`config.mk`:
```
export PLATFORM = sky130hd
export DESIGN_NAME = dac_perturb_sequencer
export DESIGN_NICKNAME = d
export VERILOG_FILES = /design/src/rtl/dac_perturb_sequencer.sv
export SDC_FILE = /design/constraint.sdc
export NUM_CORES = 1
export LEC_CHECK = 0
export CORE_MARGIN = 8
export CORE_UTILIZATION = 35
export CTS_CLUSTER_DIAMETER = 30
export DETAILED_ROUTE_END_ITERATION = 16
export PLACE_DENSITY_LB_ADDON = 0.25
export REMOVE_ABC_BUFFERS = 1
export SLEW_MARGIN = 40
export SYNTH_ARGS = -nofsm -noshare
export SYNTH_HDL_FRONTEND = slang
export SYNTH_SLANG_ARGS = --single-unit
export TNS_END_PERCENT = 1
```
`constraint.sdc`:
```
create_clock -name ADC_CLK -period 7.65 [get_ports ADC_CLK]
set_input_delay 1.1475 -clock ADC_CLK [delete_from_list [all_inputs] [get_ports ADC_CLK]]
set_output_delay 1.1475 -clock ADC_CLK [all_outputs]
set_load 0.01 [all_outputs]
```
`src/rtl/dac_perturb_sequencer.sv`:
```
// dac_perturb_sequencer
// DAC-side sequencer of the SPGD loop. Each iteration drives the DAC with base+delta, waits for the
// analog path to settle, requests one ADC average, repeats with base-delta, then moves the base code
// by (J_P - J_M) >>> GAIN_SHIFT (gradient ascent on the metric J).
//
// Ports
//   ADC_CLK        in   single clock, rising edge
//   RST            in   synchronous active-high reset
//   START          in   level enable; iterations repeat while high
//   DELTA          in   perturbation amplitude, latched when an iteration starts
//   AVG_DATA       in   averaged metric J, qualified by AVG_VALID
//   AVG_VALID      in   one-cycle strobe from the averager
//   AVG_START      out  one-cycle request to the averager (first MEAS cycle)
//   DAC_CODE_OUT   out  registered code to the DAC
//   BASE_CODE_OUT  out  current unperturbed base code
//   BUSY           out  high in every state except idle
//   DONE           out  one-cycle pulse in the update cycle
//
// Build option
//   PERTURB_LFSR_EN  when defined, the perturbation sign comes from bit0 of a 16-bit Fibonacci LFSR
//                    (x^16+x^14+x^13+x^11+1, seed 16'hACE1) that advances once per update.
//                    When undefined the sign is fixed at +1 and no LFSR exists.

module dac_perturb_sequencer #(
   parameter int unsigned DAC_WIDTH     = 14,
   parameter int unsigned AVG_WIDTH     = 12,
   parameter int unsigned SETTLE_CYCLES = 16,
   parameter int unsigned GAIN_SHIFT    = 4
) (
   input  logic                 ADC_CLK,
   input  logic                 RST,
   input  logic                 START,
   input  logic [DAC_WIDTH-1:0] DELTA,
   input  logic [AVG_WIDTH-1:0] AVG_DATA,
   input  logic                 AVG_VALID,
   output logic                 AVG_START,
   output logic [DAC_WIDTH-1:0] DAC_CODE_OUT,
   output logic [DAC_WIDTH-1:0] BASE_CODE_OUT,
   output logic                 BUSY,
   output logic                 DONE
);

   // Signed working width: one bit of headroom above the code range plus a sign bit.
   localparam int unsigned SW   = DAC_WIDTH + 2;
   localparam int unsigned CntW = (SETTLE_CYCLES > 1) ? $clog2(SETTLE_CYCLES) : 1;

   localparam logic [CntW-1:0]      SettleLoad = CntW'(SETTLE_CYCLES - 1);
   localparam logic [DAC_WIDTH-1:0] MidCode    = {1'b1, {(DAC_WIDTH-1){1'b0}}};
   localparam logic signed [SW-1:0] MaxCode    = $signed({2'b00, {DAC_WIDTH{1'b1}}});

   typedef enum logic [2:0] {
      StIdle,
      StSetP,
      StSettleP,
      StMeasP,
      StSetM,
      StSettleM,
      StMeasM,
      StUpdate
   } state_e;

   state_e               state_q, state_d;
   logic [CntW-1:0]      cnt_q, cnt_d;
   logic [DAC_WIDTH-1:0] base_q, base_d;
   logic [DAC_WIDTH-1:0] dac_q, dac_d;
   logic [DAC_WIDTH-1:0] delta_q, delta_d;
   logic [AVG_WIDTH-1:0] jp_q, jp_d;
   logic [AVG_WIDTH-1:0] jm_q, jm_d;
   logic                 avg_start_q, avg_start_d;
   logic                 busy_q, busy_d;
   logic                 done_q, done_d;

   logic signed [SW-1:0]      base_s, delta_s, offs_s, plus_s, minus_s;
   logic signed [AVG_WIDTH:0] dj_s, step_j;
   logic signed [SW-1:0]      step_s, upd_s;

   function automatic logic [DAC_WIDTH-1:0] sat(input logic signed [SW-1:0] v);
      if (v[SW-1]) begin
         return '0;
      end else if (v > MaxCode) begin
         return '1;
      end else begin
         return v[DAC_WIDTH-1:0];
      end
   endfunction

`ifdef PERTURB_LFSR_EN
   logic [15:0] lfsr_q, lfsr_d;
   logic        sign_pos;
   assign sign_pos = lfsr_q[0];
`else
   logic        sign_pos;
   assign sign_pos = 1'b1;
`endif

   always_comb begin
      base_s  = $signed({2'b00, base_q});
      delta_s = $signed({2'b00, delta_q});
      offs_s  = sign_pos ? delta_s : -delta_s;
      plus_s  = base_s + offs_s;
      minus_s = base_s - offs_s;
      dj_s    = $signed({1'b0, jp_q}) - $signed({1'b0, jm_q});
      step_j  = dj_s >>> GAIN_SHIFT;
      step_s  = SW'(step_j);
      upd_s   = sign_pos ? (base_s + step_s) : (base_s - step_s);
   end

   always_comb begin
      state_d     = state_q;
      cnt_d       = cnt_q;
      base_d      = base_q;
      dac_d       = dac_q;
      delta_d     = delta_q;
      jp_d        = jp_q;
      jm_d        = jm_q;
      avg_start_d = 1'b0;
      done_d      = 1'b0;
`ifdef PERTURB_LFSR_EN
      lfsr_d      = lfsr_q;
`endif
      case (state_q)
         StIdle: begin
            if (START) begin
               state_d = StSetP;
               delta_d = DELTA;
            end
         end
         StSetP: begin
            dac_d   = sat(plus_s);
            cnt_d   = SettleLoad;
            state_d = StSettleP;
         end
         StSettleP: begin
            if (cnt_q == '0) begin
               state_d     = StMeasP;
               avg_start_d = 1'b1;
            end else begin
               cnt_d = cnt_q - 1'b1;
            end
         end
         StMeasP: begin
            if (AVG_VALID) begin
               jp_d    = AVG_DATA;
               state_d = StSetM;
            end
         end
         StSetM: begin
            dac_d   = sat(minus_s);
            cnt_d   = SettleLoad;
            state_d = StSettleM;
         end
         StSettleM: begin
            if (cnt_q == '0) begin
               state_d     = StMeasM;
               avg_start_d = 1'b1;
            end else begin
               cnt_d = cnt_q - 1'b1;
            end
         end
         StMeasM: begin
            if (AVG_VALID) begin
               jm_d    = AVG_DATA;
               state_d = StUpdate;
               done_d  = 1'b1;  // DONE is high for the whole update cycle
            end
         end
         StUpdate: begin
            base_d = sat(upd_s);
            dac_d  = sat(upd_s);
`ifdef PERTURB_LFSR_EN
            lfsr_d = {lfsr_q[0] ^ lfsr_q[2] ^ lfsr_q[3] ^ lfsr_q[5], lfsr_q[15:1]};
`endif
            if (START) begin
               state_d = StSetP;
               delta_d = DELTA;
            end else begin
               state_d = StIdle;
            end
         end
         default: state_d = StIdle;
      endcase
      busy_d = (state_d != StIdle);
   end

   always_ff @(posedge ADC_CLK) begin
      if (RST) begin
         state_q     <= StIdle;
         cnt_q       <= '0;
         base_q      <= MidCode;
         dac_q       <= MidCode;
         delta_q     <= '0;
         jp_q        <= '0;
         jm_q        <= '0;
         avg_start_q <= 1'b0;
         busy_q      <= 1'b0;
         done_q      <= 1'b0;
`ifdef PERTURB_LFSR_EN
         lfsr_q      <= 16'hACE1;
`endif
      end else begin
         state_q     <= state_d;
         cnt_q       <= cnt_d;
         base_q      <= base_d;
         dac_q       <= dac_d;
         delta_q     <= delta_d;
         jp_q        <= jp_d;
         jm_q        <= jm_d;
         avg_start_q <= avg_start_d;
         busy_q      <= busy_d;
         done_q      <= done_d;
`ifdef PERTURB_LFSR_EN
         lfsr_q      <= lfsr_d;
`endif
      end
   end

   assign AVG_START     = avg_start_q;
   assign DAC_CODE_OUT  = dac_q;
   assign BASE_CODE_OUT = base_q;
   assign BUSY          = busy_q;
   assign DONE          = done_q;

endmodule

```
## Yosys cells after proc, flatten, opt, wreduce, memory -nomap -nowiden

Cells that the tools add are included.

| storage, ports and cells | value |
|---|---|
| register bits after elaboration | 76 |
| latch bits | 0 |
| memory bits (writable) | 0 |
| bits in read-only memories | 0 |
| input port bits | 30 |
| output and inout port bits | 31 |
| word-level logic and storage cells | 60 |
| memories kept | 0 |

| cells by class | value |
|---|---|
| add/subtract/negate cells | 5 |
| $mul | 0 |
| divide/modulo/power cells | 0 |
| order comparisons | 3 |
| equality and inequality tests | 8 |
| shift operators | 0 |
| muxes and demuxes | 18 |
| bitwise gates (word level) | 2 |
| reductions and logical operators | 14 |

Operator list:

| kind | count |
|---|---|
| 14-bit two-way mux | 6 |
| 14-bit one-hot mux with 3 select lines | 1 |
| 3-bit one-hot mux with 8 select lines | 1 |
| 15-bit by 9-bit adder with 16-bit output | 1 |
| 16-bit by 15-bit greater-than comparator with 1-bit output, second input constant | 1 |
| 14-bit by 14-bit adder with 15-bit output | 1 |
| 15-bit by 14-bit greater-than comparator with 1-bit output, second input constant | 1 |
| 15-bit greater-than comparator, second input constant | 1 |
| 3-bit two-way mux | 5 |
| 14-bit by 14-bit subtractor with 15-bit output | 1 |
| 12-bit by 12-bit subtractor with 13-bit output | 1 |
| 3-bit == test, second input constant | 4 |
| 2-bit OR reduction | 5 |
| 4-bit one-hot mux with 2 select lines | 1 |
| 2-bit AND reduction | 4 |
| 3-bit by 2-bit == test with 1-bit output, second input constant | 2 |
| 3-bit nonzero test | 2 |
| 4-bit logical NOT | 1 |
| 4-bit two-way mux | 1 |
| 4-bit by 1-bit subtractor with 4-bit output, second input constant | 1 |
| 3-bit by 1-bit == test with 1-bit output, second input constant | 1 |
| 3-bit logical NOT | 1 |
| 1-bit two-way mux | 3 |
| 2-bit != test, second input constant | 1 |
| other kinds (2) | 3 |

## Depth between registers and ports, before layout

| depth | value |
|---|---|
| word-level depth | 6 |
| depth in mapped cells | 20 |
| mapped depth without buffers | 19 |

## Worst setup path before layout

OpenSTA, ideal clock, no wires.

| timing | value |
|---|---|
| kind | register -> register |
| start | reg jm_q[4] |
| end | reg dac_q[8] (netlist: DAC_CODE_OUT[8]) |
| arrival time | 3.688 ns |
| slack | 3.874 ns |
| cell stages (with the launch flop) | 21 |
| buffers on the path | 1 |
| period minus slack after synthesis | 3.776 ns |
| cells stage by stage | dfxtp_1 > inv_1 > ha_1 > a211oi_2 > nor2_1 > a211oi_4 > nor2b_1 > o21a_1 > nor2_1 > o21ai_0 > xor2_1 > ha_1 > nand2_1 > o21ai_0 > a31oi_1 > o21ai_1 > nand2_1 > o22ai_1 > buf_2 > o21ai_0 > a311oi_2 |

| on the way | value |
|---|---|
| word-level cells in the longest chain between the ends | 6 |

RTL lines:

| what | line | text |
|---|---|---|
| start: declaration | 68 | `logic [AVG_WIDTH-1:0] jm_q, jm_d;` |
| start signal: assignment | 207 | `jm_q <= jm_d;` |
| 12-bit by 12-bit subtractor with 13-bit output (*) | 102 | `dj_s = $signed({1'b0, jp_q}) - $signed({1'b0, jm_q});` |
| 15-bit by 9-bit adder with 16-bit output (*) | 105 | `upd_s = sign_pos ? (base_s + step_s) : (base_s - step_s);` |
| 16-bit by 15-bit greater-than comparator with 1-bit output | 80 | `end else if (v > MaxCode) begin` |
| 14-bit two-way mux | 80 |  |
| 14-bit two-way mux (*) | 78 | `if (v[SW-1]) begin` |
| 14-bit one-hot mux with 3 select lines (*) | 121 | `case (state_q)` |
| end signal: assignment | 190 | `dac_q <= MidCode;` |
| end: declaration | 65 | `logic [DAC_WIDTH-1:0] dac_q, dac_d;` |

Mark *: on every way between the ends. The rest lies on a longest branch, timed or not.
A chain may end at the register's enable or synchronous reset.

## Worst setup path in the final report

Same ends and word-level chain as after synthesis.

==> results.sh <==
export IMPL_status="completed"
export IMPL_die_w_um=143
export IMPL_fin_setup_tns_ns=0
export IMPL_ir_drop_mv=0.113
export IMPL_synthArstFlopShare_pct=0
export IMPL_start_kind="register"
export IMPL_max_cap_violations=0
export IMPL_grt_max_degree=77
export IMPL_drt_iter0_markers=235
export IMPL_antenna_cells=0
export IMPL_worst_ep_arrival_time_ns=4.82
export IMPL_r2r_cells=19
export IMPL_yosys_area_top_type="dfxtp_1"
export IMPL_synth_area_leaders="dfxtp_1 27%, ha_1 12%, a21oi_1 6.8%"
export IMPL_synth_top_family_by_area="compound AO/OA/AOI/OAI gates"
export IMPL_synthCells=721
export IMPL_slew_viol_final=0
export IMPL_setup_worst_path_class="reg2reg"
export IMPL_ys_seq_area_share_pct=27.0
export IMPL_r2r_start="jm_q[4]"
export IMPL_coreArea_um2=15800
export IMPL_worstHoldStart="jm_q[1]"
export IMPL_synthFlopType="dfxtp_1"
export IMPL_die_h_um=143
export IMPL_dieArea_um2=20400
export IMPL_grt_overflow=0
export IMPL_postSynthAreaPerCell_um2=7.81
export IMPL_final_hold_viol_count=0
export IMPL_drive_above_1_share_pct=6.68
export IMPL_synth_seq_cells=76
export IMPL_synthDistinctLibCells=78
export IMPL_clock_sinks=76
export IMPL_synth_most_common_cell="nand2_1"
export IMPL_cts_tree="built"
export IMPL_setup_violations=0
export IMPL_pwr_density_cell_nw_per_um2=182
export IMPL_num_fill_cells=1617
export IMPL_synth_compound_area_share_pct=25.5
export IMPL_fin_crit_ns=4.55
export IMPL_io_pins=61
export IMPL_cts_root_buf="clkbuf_16"
export IMPL_crit_fanout=11
export IMPL_ant_nets=0
export IMPL_first_global_vias=4912
export IMPL_synthesis_area_um2=5630
export IMPL_area_growth_pct=17.3
export IMPL_wirelength_um=14800
export IMPL_hold_end="jm_q[1]"
export IMPL_numCtsBuffers=9
export IMPL_postCtsResizedCells=0
export IMPL_postCtsSetupBuffers=0
export IMPL_dr_pass1_iters=5
export IMPL_tightest_slew_ns=0.789
export IMPL_fin_crit_sh_pct=59.4
export IMPL_reg2reg_slack_ns=3.10
export IMPL_r2r_end="DAC_CODE_OUT[8]"
export IMPL_whs_path_depth=2
export IMPL_antenna_found_initial=0
export IMPL_initial_core_util_pct=35.6
export IMPL_dp_hpwl_um=10900
export IMPL_clk_pin_slew_ns=0.07
export IMPL_worstSkewPairLatency_ns=0.35
export IMPL_synth_edf_count=0
export IMPL_fmax_ghz=0.220
export IMPL_nets=847
export IMPL_muxShareOfSynthArea_pct=2.87
export IMPL_grt_pass1_wl_um=24700
export IMPL_synth_xor_area_share_pct=3.89
export IMPL_holdCritPathClass="reg2reg"
export IMPL_hold_slack_ns=0.455
export IMPL_cp_data_required_time_ns=7.92
export IMPL_synth_fa_ha_area_share_pct=13.5
export IMPL_synthSimpleGateAreaFrac_pct=19.8
export IMPL_slew_limit_headroom_pct=47.4
export IMPL_netlist_area_leader_share_pct=27.0
export IMPL_p_total_mw=1.20
export IMPL_cts_hold_buffers=0
export IMPL_numPortBuffers=60
export IMPL_rows=46
export IMPL_htreeDepth=3
export IMPL_rsz0062_at_grt="false"
export IMPL_yosys_warnings=0
export IMPL_crit_path_end_kind="register"
export IMPL_gp_congestion=0.861
export IMPL_via_count=5027
export IMPL_ctsLongestPathBuffers=2
export IMPL_drc=0
export IMPL_p_leak_nw=2.61
export IMPL_avgViaCountPerCell=5.13
export IMPL_routedWlPerCell_um=15.1
export IMPL_grt_total_usage_pct=15.1
export IMPL_synthTopCellsByCount="96 x nand2_1, 77 x a21oi_1, 76 x dfxtp_1"
export IMPL_clock_skew_ns=0.0123
## final cells by class
cell class	instances	area, µm²	share of cell area (%)
clock buffer	10	239	3.62
clock inverter	6	95.1	1.44
inverter	46	173	2.61
multi-input combinational	564	3700	56.0
sequential	76	1520	23.0
tap	216	270	4.09
timing repair buffer	61	607	9.19
## critical path, stage by stage, from the launching register on
cell      delay [ns]
dfxtp_1         0.33
inv_1           0.04
ha_1            0.33
a211oi_2        0.24
nor2_1          0.11
a211oi_4        0.28
nor2b_1         0.09
o21a_1          0.19
nor2_1          0.18
o21ai_0         0.13
xor2_1          0.15
ha_1            0.37
nand2_1         0.06
o21ai_0         0.29
a31oi_1         0.13
o21ai_1         0.25
nand2_1         0.09
o22ai_1         0.62
o21ai_0         0.29
a311oi_2        0.29
## per-stage QoR
| stage | instance area, µm² | setup WS, ns | utilization (%) | std cells |
|---|---|---|---|---|
| after global routing | 6600 | 2.54 | 41.7 | 979 |
| final | 6600 | 3.10 | 41.7 | 979 |
| after CTS | 6600 | 3.08 | 41.7 | 979 |
| after floorplan | 5390 | 3.72 | - | 686 |
| after global placement | 6260 | 3.20 | 39.6 | 963 |
| after detailed placement | 6270 | 3.08 | 39.6 | 963 |
## worst max path at each step
stage | start | cells after the start | slack [ns] | endpoint
floorplan | jm_q[4] | 19 | 3.72 | DAC_CODE_OUT[8]
global placement | jm_q[4] | 19 | 3.20 | DAC_CODE_OUT[8]
detailed placement | jm_q[4] | 19 | 3.08 | DAC_CODE_OUT[8]
CTS | jm_q[4] | 19 | 3.08 | DAC_CODE_OUT[8]
global route | jm_q[4] | 19 | 2.54 | DAC_CODE_OUT[12]
finish | jm_q[4] | 19 | 3.10 | DAC_CODE_OUT[8]
## where the power goes
part	internal (mW)	leakage (nW)	switching, mW
combinational	0.126	1.83	0.148
clock	0.298	0.164	0.189
sequential	0.420	0.618	0.0232
total	0.844	2.61	0.360
## routing by layer
metal / vias to the layer above / share of wire [%] / global-route usage (%)
met5: - / 0 / 0
met4: 0 / 1.2 / 4.53
met3: 13 / 4.6 / 3.54
met2: 96 / 45 / 24.6
met1: 2320 / 49 / 19.4
li1: 2598 / - / -
## cell families (layout without fill, tap and decap cells)
family | count (synthesis) | after routing
simple gates | 242 | 242
compound gates | 222 | 222
buf+inv | 81 | 123
flops | 76 | 76
fa+ha+maj | 59 | 59
xor+xnor | 25 | 25
mux | 16 | 16
## cells in the final DEF (no fill, tap or decap), drive strengths merged, types with 3 or more instances in the layout
master          n
nand2          97
a22o            3
xnor2          17
o211ai          7
nor4            4
o21a            7
ha             56
nand3           5
o22ai           7
mux2i          15
nor2           72
a211oi         11
clkbuf         10
and3            5
nor3b           4
a21oi          78
fa              3
a311oi         13
and2            8
o21bai          7
or3b            3
xor2            8
a31oi          11
o21ai          57
nand2b          9
a21o            6
nor3           12
o31a            4
dfxtp          76
nand4           3
inv            48
clkdlybuf4s50  59
nor2b          12
## sequential cells by signal (all words and copies together), names as in the netlist
register	count
BASE_CODE_OUT	14
DAC_CODE_OUT	14
delta_q	14
jm_q	12
jp_q	12
cnt_q	4
state_q	3
AVG_START	1
BUSY	1
DONE	1
(Power assumes the default switching activity.)
